### config.mk
export PLATFORM = sky130hd
export DESIGN_NAME = ahbl_cache_bridge
export DESIGN_NICKNAME = d
export VERILOG_FILES = /design/src/rtl/ahbl_cache_bridge.sv
export SDC_FILE = /design/constraint.sdc
export NUM_CORES = 1
export LEC_CHECK = 0
export BUFFER_PORTS_ARGS = -buffer_cell sky130_fd_sc_hd__buf_2
export CAP_MARGIN = 40
export CORE_MARGIN = 1.5
export CORE_UTILIZATION = 40
export CTS_BUF_LIST = sky130_fd_sc_hd__clkbuf_4
export CTS_CLUSTER_SIZE = 30
export DETAILED_ROUTE_END_ITERATION = 8
export GPL_ROUTABILITY_DRIVEN = 0
export PLACE_DENSITY = 0.65
export SLEW_MARGIN = 15
export SYNTH_ARGS = -nofsm -noshare
export SYNTH_HDL_FRONTEND = slang
export SYNTH_SLANG_ARGS = --single-unit
### constraint.sdc
create_clock -name clk -period 4.5 [get_ports clk]
set_clock_uncertainty 0.15 [all_clocks]
set_input_delay 0.45 -clock clk [delete_from_list [all_inputs] [get_ports clk]]
set_output_delay 0.45 -clock clk [all_outputs]
set_load 0.02 [all_outputs]
### src/rtl/ahbl_cache_bridge.sv
// AHB-Lite slave front end for the write-through cache controller.
// Each accepted bus transfer becomes one single-cycle rd/wr pulse with a byte mask.
// The bus is stalled until the downstream path completes. Misaligned transfers and
// hung requests end with a two-cycle AHB ERROR response.
module ahbl_cache_bridge #(
    parameter int unsigned IGNORE_CYC  = 2,
    parameter int unsigned TIMEOUT_CYC = 4096,
    parameter int unsigned CNT_W       = 13
) (
    input  logic        clk,
    input  logic        rst_x,
    input  logic        hsel,
    input  logic [1:0]  htrans,
    input  logic        hwrite,
    input  logic [2:0]  hsize,
    input  logic [31:0] haddr,
    input  logic [31:0] hwdata,
    input  logic        hready,
    output logic        hready_resp,
    output logic        hresp,
    output logic [31:0] hrdata,
    output logic        mem_rd_en,
    output logic        mem_wr_en,
    output logic [31:0] mem_addr,
    output logic [31:0] mem_wdata,
    output logic [3:0]  mem_mask,
    input  logic [31:0] mem_rdata,
    input  logic        mem_busy,
    output logic [7:0]  timeout_cnt
);

    typedef enum logic [2:0] {StIdle, StIssue, StWait, StResp, StErr1, StErr2} state_e;

    state_e           state_q, state_d;
    logic [31:0]      addr_q;
    logic             write_q;
    logic [2:0]       size_q;
    logic [CNT_W-1:0] ign_q;
    logic [CNT_W-1:0] to_q;

    logic       accept, legal, capture, done, expire;
    logic [3:0] mask;

    // htrans[0] only distinguishes SEQ from NONSEQ, which the bridge treats alike.
    logic unused_htrans;
    assign unused_htrans = htrans[0];

    assign accept = hsel && htrans[1] && hready;
    assign legal  = (hsize == 3'd0) ||
                    (hsize == 3'd1 && !haddr[0]) ||
                    (hsize == 3'd2 && haddr[1:0] == 2'b00);
    // Completion is only looked at once the ignore window has run out.
    assign done   = (ign_q == '0) && !mem_busy;
    assign expire = (TIMEOUT_CYC != 0) && (to_q == CNT_W'(1));

    // Byte-lane mask from the captured size and address.
    always_comb begin
        mask = 4'b1111;
        case (size_q)
            3'd0:    mask = 4'b0001 << addr_q[1:0];
            3'd1:    mask = addr_q[1] ? 4'b1100 : 4'b0011;
            default: mask = 4'b1111;
        endcase
    end

    // Next-state and bus handshake outputs.
    always_comb begin
        state_d     = state_q;
        hready_resp = 1'b1;
        hresp       = 1'b0;
        capture     = 1'b0;
        unique case (state_q)
            StIdle, StResp, StErr2: begin
                hresp = (state_q == StErr2);
                if (accept) begin
                    capture = 1'b1;
                    state_d = legal ? StIssue : StErr1;
                end else if (state_q != StIdle) begin
                    state_d = StIdle;
                end
            end
            StIssue: begin
                hready_resp = 1'b0;
                state_d     = StWait;
            end
            StWait: begin
                hready_resp = 1'b0;
                if (done)        state_d = StResp;
                else if (expire) state_d = StErr1;
            end
            StErr1: begin
                hready_resp = 1'b0;
                hresp       = 1'b1;
                state_d     = StErr2;
            end
            default: state_d = StIdle;
        endcase
    end

    // State register.
    always_ff @(posedge clk) begin
        if (!rst_x) state_q <= StIdle;
        else        state_q <= state_d;
    end

    // Address-phase capture, request issue, wait counters and read-data return.
    always_ff @(posedge clk) begin
        if (!rst_x) begin
            addr_q      <= '0;
            write_q     <= 1'b0;
            size_q      <= '0;
            ign_q       <= '0;
            to_q        <= '0;
            hrdata      <= '0;
            mem_rd_en   <= 1'b0;
            mem_wr_en   <= 1'b0;
            mem_addr    <= '0;
            mem_wdata   <= '0;
            mem_mask    <= '0;
            timeout_cnt <= '0;
        end else begin
            mem_rd_en <= 1'b0;
            mem_wr_en <= 1'b0;
            if (capture) begin
                addr_q  <= haddr;
                write_q <= hwrite;
                size_q  <= hsize;
            end
            if (state_q == StIssue) begin
                mem_addr  <= addr_q;
                mem_mask  <= mask;
                mem_wdata <= hwdata;
                mem_wr_en <= write_q;
                mem_rd_en <= !write_q;
                ign_q     <= CNT_W'(IGNORE_CYC);
                to_q      <= CNT_W'(TIMEOUT_CYC);
            end else if (state_q == StWait) begin
                if (ign_q != '0) ign_q <= ign_q - CNT_W'(1);
                if (to_q != '0)  to_q  <= to_q - CNT_W'(1);
                if (done && !write_q) hrdata <= mem_rdata;
                if (!done && expire && timeout_cnt != 8'hFF) timeout_cnt <= timeout_cnt + 8'd1;
            end
        end
    end

endmodule

# After elaboration in Yosys (flattened, before gate mapping)
# Cells that the tools add are included.
# classes
add_sub_neg	3
n_eq_ne	12
n_shift	1
mux	18
bitwise	2
reduce_logical	36
# op_table
cell	count
$mux W13	3
$reduce_bool A13 Y1	2
$sub A13 B1 Y13 const B	2
$mux W3	5
$eq A13 B1 Y1 const B	1
$logic_not A13 Y1	1
$pmux W3 S4	1
$reduce_and A2 Y1	6
$eq A3 B1 Y1 const B	3
$eq A3 B2 Y1 const B	3
$logic_not A3 Y1	3
$add A8 B1 Y8 const B	1
$logic_and A1 B1 Y1	8
$ne A8 B8 Y1 const B	1
$pmux W4 S2	1
$eq A3 B3 Y1 const B	2
$mux W2	3
$ne A3 B3 Y1 const B	2
$reduce_and A3 Y1	2
$reduce_bool A2 Y1	3
$reduce_or A3 Y1	2
$logic_not A1 Y1	4
$mux W4	1
$shl A1 B2 Y4 const A	1
other kinds (7)	11
# totals
ff_bits	175
output_inout_bits	112

# Depth between registers and ports, before layout
# Gate-level depths: netlist of run 1.
# depth
word_depth	7
depth_mapped	7
depth_no_buf	6

# Worst setup path after synthesis of run 1
# Ideal clock, no wire load.
# synth_timing
kind	register to register
startpoint	register to_q[2]
endpoint	register timeout_cnt[7]
t_arrival_ns	2.100
setup_slack_ns	2.131
path_stages_with_launch	5
cell_sequence	dfxtp_1 > or4_4 > or4_4 > or4b_1 > mux2i_1
# synth_via
elab_chain_cells	4
# synth_rtl
element	line_no	rtl
from (decl)	39	logic [CNT_W-1:0] to_q;
from (signal assigned)	136	to_q <= CNT_W'(TIMEOUT_CYC);
from (signal assigned)	139	if (to_q != '0) to_q <= to_q - CNT_W'(1);
$eq A13 B1 Y1	54	assign expire = (TIMEOUT_CYC != 0) && (to_q == CNT_W'(1));
$logic_and A1 B1 Y1 (2 in a row)	141	if (!done && expire && timeout_cnt != 8'hFF) timeout_cnt <= timeout_cnt + 8'd1;
$reduce_and A3 Y1 (no source line)	n/a	
to (signal assigned)	141	
to (decl)	29	output logic [7:0] timeout_cnt
# No other way between the ends.
# A chain may end at the register's enable or synchronous reset.

# Worst setup path after layout of run 1
# layout_timing
startpoint	register state_q[2]
endpoint	register to_q[4]
# layout_via
elab_chain_cells	2
# layout_rtl
element	line_no	rtl
from (decl)	34	state_e state_q, state_d;
from (signal assigned)	102	if (!rst_x) state_q <= StIdle;
from (signal assigned)	103	else state_q <= state_d;
$eq A3 B2 Y1 / $eq A3 B1 Y1 (equally long branches)	137, 129	
$reduce_and A2 Y1 (no source line) / $reduce_or A2 Y1 (equally long branches)	n/a	
# Parallel ways exist; a longest one is shown, timed or not.

==> flow_summary.ini, run 1 <==
[run_status]
status = complete, no violations

[worst_hold_path]
hold_depth = 3
whs_endpoint = timeout_cnt[1]$_SDFFE_PN0P_
hold_start = rst_x
min_path_type = in2reg

[setup_path]
critical_path_class = reg2reg
required_ns = 4.84
reg2reg_to = to_q[4]$_SDFFE_PP0P_
rrSetupSlack_ns = 1.44
arrival_ns = 3.40
cp-start-kind = flop
r2r_cells = 5
r2r_start = state_q[2]$_SDFFE_PN0P_
crit_path_end_kind = flop
critPathMaxFanout = 71

[layout]
layout_commonest_cell = buf_2
layout_common_cells = buf_2, dfxtp_1, nand2_1
num-fill-cells = 1593
regArea_um2 = 3500
final_util_pct = 55.4
fin_nets = 1211
multiInputGateArea_um2 = 3230
fin_area_um2 = 9520
areaGrowthSynthToFinish_pct = 36.7
drive_above_1_share_pct = 25.3

[timing]
fin_crit_ns = 3.06
setup_viol = 0
final_hold_viol_count = 0
rsz0062_at_grt = false
timing.slew.headroom_pct = 44.3
tns_ns = 0
finalCritPeriodShare_pct = 68.0
drv_slew = 0
clock.fmax_ghz = 0.327
hold_ws_ns = 0.169
worst_pin_slew_ns = 0.834

[logic_synthesis]
synth.yosys.seq_area_share_pct = 50.3
syn_inst = 812
synth_cell_type_count = 49
synth_area_um2 = 6960
ys_ff_latch = 175
syn_avg_cell_area_um2 = 8.57
yosys-top-cells-area = dfxtp_1, a21oi_1, nand2_1
synth_flop_cell = dfxtp_1
synth_edf_count = 0
synth_top_area_share_pct = 50.3
synthArstFlopShare_pct = 0
yosys_warnings = 0
synth_nets = 925
synth_top_area_cell = dfxtp_1

[route]
firstDrtPassIters = 4
drcViolationCount = 0
routed_wl_um = 19700
post_drt_via_cell_ratio = 5.16
vias = 6896
drtIter0Drc = 395
avgRoutedWirePerCell_um = 14.7
ant_nets = 0

[placement]
io_buffers = 217
dpl.hpwl_um = 12000
placed_cell_area_um2 = 8260

[pwr]
p_int_mw = 1.98
p_switching_uw = 701
seqPwrFrac_pct = 58.9
p_comb_share_pct = 10.2
powerDensity_nw_per_um2 = 282
clkPwrFrac_pct = 30.9
leakage_nw = 3.87
p_sw_share_pct = 26.1
peakVddDrop_v = 0.000195

[die]
io-pin-count = 219
coreArea_um2 = 17200
num_rows = 48
die_w_um = 135
dieArea_um2 = 18200
die_h_um = 135
initial_core_util_pct = 40.5

[global_routing]
grt_pass1_wl_um = 31200
grt_max_degree = 72
grtUsageMet1_pct = 25.7
overflow = 0
use_met2_pct = 35.4
globalRouteTotalUtil_pct = 21.2
globalRouteMet3Util_pct = 7.17
antenna_found_initial = 1
grt.busiest_layer = met2
grt_pass1_vias = 6442

[clocking]
postCtsSetupBuffers = 0
htreeDepth = 4
clk_pin_slew_worst_paths_ns = 0.14
clock_latency_ns = 0.56
cts_inserted_buffers = 17
cts_tree = yes
clk_path_buf_depth = 2
clock_sink_count = 175
cts_root_buf = clkbuf_4

[job]
maxCapViolCount = 0
-- final cells by class --
cell class | count | share of cell area [%]
flip-flops and latches | 175 | 36.8
well taps | 225 | 2.96
multi-input cells | 567 | 34.0
inverters | 7 | 0.302
diodes | 1 | 0.0263
repair buffers | 330 | 23.3
clock buffers | 18 | 1.42
clock inverters | 13 | 1.22
-- per-layer routing --
metal / routed length (um) / up-vias
met1: 8470 / 3240
met4: 369 / 0
met2: 9540 / 182
li1: - / 3442
met5: 0 / -
met3: 1280 / 32
-- Yosys cell counts (5+ instances only) --
master,instances
or3_1,10
a21oi_1,126
nor3_1,5
o21ai_0,40
or4_1,22
or2_2,6
nor4_1,7
ha_1,6
mux2i_1,41
nand4_1,34
nand3_1,6
o31ai_1,15
dfxtp_1,175
nor2_1,53
buf_2,5
clkbuf_1,55
nand2b_1,8
nand2_1,141
inv_1,5
-- worst max path at each step --
stage                                 start                           to
floorplan              to_q[2]$_SDFFE_PP0P_  timeout_cnt[7]$_SDFFE_PN0P_
global placement    state_q[2]$_SDFFE_PN0P_         to_q[4]$_SDFFE_PP0P_
detailed placement  state_q[2]$_SDFFE_PN0P_         to_q[4]$_SDFFE_PP0P_
CTS                 state_q[2]$_SDFFE_PN0P_         to_q[4]$_SDFFE_PP0P_
global route        state_q[2]$_SDFFE_PN0P_         to_q[4]$_SDFFE_PP0P_
finish              state_q[2]$_SDFFE_PN0P_         to_q[4]$_SDFFE_PP0P_
-- sequential cells by signal, summed over array words and instances (netlist names) --
| signal | flops |
|---|---|
| addr_q | 32 |
| hrdata | 32 |
| mem_addr | 32 |
| mem_wdata | 32 |
| ign_q | 13 |
| to_q | 13 |
| timeout_cnt | 8 |
| mem_mask | 4 |
| size_q | 3 |
| state_q | 3 |
| mem_rd_en | 1 |
| mem_wr_en | 1 |
| write_q | 1 |
-- critical path: stages, from the launching register on --
cell	delay, ns
dfxtp_1	0.61
or3b_2	0.20
buf_4	0.58
nand2_1	0.70
or4_1	0.67
o21ai_0	0.07
-- what timing repair did --
action / CTS / global route
hold endpoints to repair: 100 / 0
gates resized for setup: 0 / 0
hold buffers: 100 / 0
-- power by group through the flow --
stage / Sequential (mW) / Clock, mW / Combinational (mW)
floorplan: 1.62 / 0 / 0.102
global placement: 1.62 / 0 / 0.195
detailed placement: 1.62 / 0 / 0.202
CTS: 1.58 / 0.864 / 0.271
global route: 1.59 / 0.930 / 0.296
finish: 1.58 / 0.830 / 0.273
-- metrics by stage --
stage	worst slack, ns	total power, mW	instances
4_1_cts	1.35	2.72	1335
5_1_grt	1.15	2.81	1336
3_5_place_dp	1.38	1.82	1204
6_report	1.44	2.69	1336
3_3_place_gp	1.43	1.81	1199
2_1_floorplan	2.13	1.73	812
-- kinds of logic after synthesis --
family,Yosys count,synth area share [%]
XOR/XNOR,4,0.503
AND/OR/NAND/NOR,313,22.2
flip-flops,175,50.3
adder cells (fa/ha/maj),6,1.08
AO/OA/AOI/OAI,203,16.1
buffers and inverters,70,3.86
multiplexers,41,5.89
Note: power is estimated with default switching activity, not from simulation.
==> inputs of run 2 (changes only) <==
==> constraint.sdc (replaced) <==
create_clock -name clk -period 3.2 [get_ports clk]
set_clock_uncertainty 0.15 [all_clocks]
set_input_delay 0.32 -clock clk [delete_from_list [all_inputs] [get_ports clk]]
set_output_delay 0.32 -clock clk [all_outputs]
set_load 0.02 [all_outputs]
==> flow_summary.ini, run 2 (same netlist as run 1, synthesis figures left out) <==
[run_status]
status = complete, no violations

[setup_path]
cpPeakStageDelay_ns = 0.68
cp_num_buf_inv = 2
cp-start-kind = flop
crit_path_end_kind = flop
critical_path_class = reg2reg
r2r_start = ign_q[0]$_SDFFE_PP0P_
worst-path-stages = 7
arrival_ns = 2.91
rrSetupSlack_ns = 0.59
critPathSlowestCell = or4b_2
required_ns = 3.50
r2r_cells = 7
critPathMaxFanout = 32
crit_chain = inv_1 > ha_1 > or4b_2 > or4_1 > buf_4 > o21ai_0 > a21oi_1
reg2reg_to = hrdata[22]$_SDFFE_PN0P_
crit_family = simple AND/OR/NAND/NOR gates

[layout]
layout_common_cells = buf_2, dfxtp_1, nand2_1
multiInputGateArea_um2 = 3230
fin_area_um2 = 9610
drive_above_1_share_pct = 25.4
layout_commonest_cell = buf_2
areaGrowthSynthToFinish_pct = 38.0
fin_cells = 1341
fin_nets = 1215
regArea_um2 = 3500
num-fill-cells = 1612

[route]
post_drt_via_cell_ratio = 5.11
ant_nets = 0
drtIter0Drc = 354
routed_wl_um = 19300
drcViolationCount = 0
firstDrtPassIters = 5
avgRoutedWirePerCell_um = 14.4
vias = 6855

[clocking]
cts_inserted_buffers = 17
clk_pin_slew_worst_paths_ns = 0.14
cts_tree = yes
clock_sink_count = 175
postCtsSetupBuffers = 0
cts_root_buf = clkbuf_4
clock_latency_ns = 0.58
cts-hold-fix-buffers = 102
post_cts_resized = 0
htreeDepth = 4
clk_path_buf_depth = 2

[timing]
finalCritPeriodShare_pct = 81.4
fin_crit_ns = 2.61
timing.slew.headroom_pct = 46.4
final_hold_viol_count = 0
rsz0062_at_grt = false
clock.fmax_ghz = 0.384
worst_pin_slew_ns = 0.795
setup_viol = 0
drv_slew = 0
tns_ns = 0

[global_routing]
overflow = 0
grt_pass1_wl_um = 30100
antenna_found_initial = 1
globalRouteTotalUtil_pct = 20.6
grt_max_degree = 71
grt_pass1_vias = 6171

[die]
io-pin-count = 219
coreArea_um2 = 17200
dieArea_um2 = 18200
die_w_um = 135
initial_core_util_pct = 40.5
num_rows = 48
die_h_um = 135

[worst_hold_path]
hold_depth = 5
hold_start = htrans[1]
whs_endpoint = state_q[2]$_SDFFE_PN0P_
min_path_type = in2reg

[job]
maxCapViolCount = 0

[pwr]
peakVddDrop_v = 0.000304
powerDensity_nw_per_um2 = 421
leakage_nw = 3.92

[placement]
dpl.hpwl_um = 11800
io_buffers = 217
dp_cells = 1206
placed_cell_area_um2 = 8260
[run 2: cell count changes in the layout (fill, tap and decap cells not counted), sizes merged]
cell / previous run / this run
buf: 230 / 232
bufinv: 1 / 4
clkbuf: 18 / 19
clkinv: 7 / 5
clkinvlp: 3 / 1
dlygate4sd3: 100 / 102
inv: 9 / 10
[run 2: area by class of cell]
class	instances	share of cell area, %
clock inverter	13	1.93
clock buffer	19	1.48
tap	225	2.93
inverter	7	0.299
antenna	1	0.0260
multi-input combinational	567	33.7
timing repair buffer	334	23.2
sequential	175	36.5
[run 2: report_power, final]
part	leakage, nW	total, mW	internal (mW)	switching [mW]
registers	1.41	2.23	2.21	0.0174
clock network	0.176	1.44	0.644	0.795
logic	2.33	0.381	0.189	0.191
[run 2: worst min-delay path, cell delays in order]
cell and delay (ns):
buf_2 0.10, a311oi_1 0.09, nor2_1 0.09, o21ai_0 0.08
a21oi_1 0.10
[run 2: per-layer routing]
metal  up-vias  part of all wire [%]  track usage, %
met5         -                     0               0
met4         0                   2.2            7.59
met3        30                   6.2            6.23
li1       3450                     -               -
met2       198                    48            32.7
met1      3177                    44            26.4
[run 2: how the worst max path moves through the flow]
| stage | from | to | slack, ns |
|---|---|---|---|
| 2_1_floorplan | to_q[2]$_SDFFE_PP0P_ | timeout_cnt[7]$_SDFFE_PN0P_ | 0.83 |
| 3_5_place_dp | ign_q[0]$_SDFFE_PP0P_ | hrdata[22]$_SDFFE_PN0P_ | 0.61 |
| 4_1_cts | ign_q[0]$_SDFFE_PP0P_ | hrdata[22]$_SDFFE_PN0P_ | 0.60 |
| 6_report | ign_q[0]$_SDFFE_PP0P_ | hrdata[22]$_SDFFE_PN0P_ | 0.59 |
| 5_1_grt | ign_q[1]$_SDFFE_PN0P_ | hrdata[12]$_SDFFE_PN0P_ | 0.48 |
| 3_3_place_gp | to_q[2]$_SDFFE_PP0P_ | timeout_cnt[7]$_SDFFE_PN0P_ | 0.67 |
[run 2: per-stage QoR]
stage | util (%) | setup WS, ns | hold slack [ns] | power, mW
after floorplan | - | 0.831 | 0.266 | 2.43
after CTS | 55.9 | 0.600 | 0.0411 | 4.09
after global placement | 48.1 | 0.674 | 0.283 | 2.55
after detailed placement | 48.1 | 0.606 | 0.286 | 2.55
final | 56.0 | 0.595 | 0.0958 | 4.05
after global routing | 56.0 | 0.482 | 0.111 | 4.21
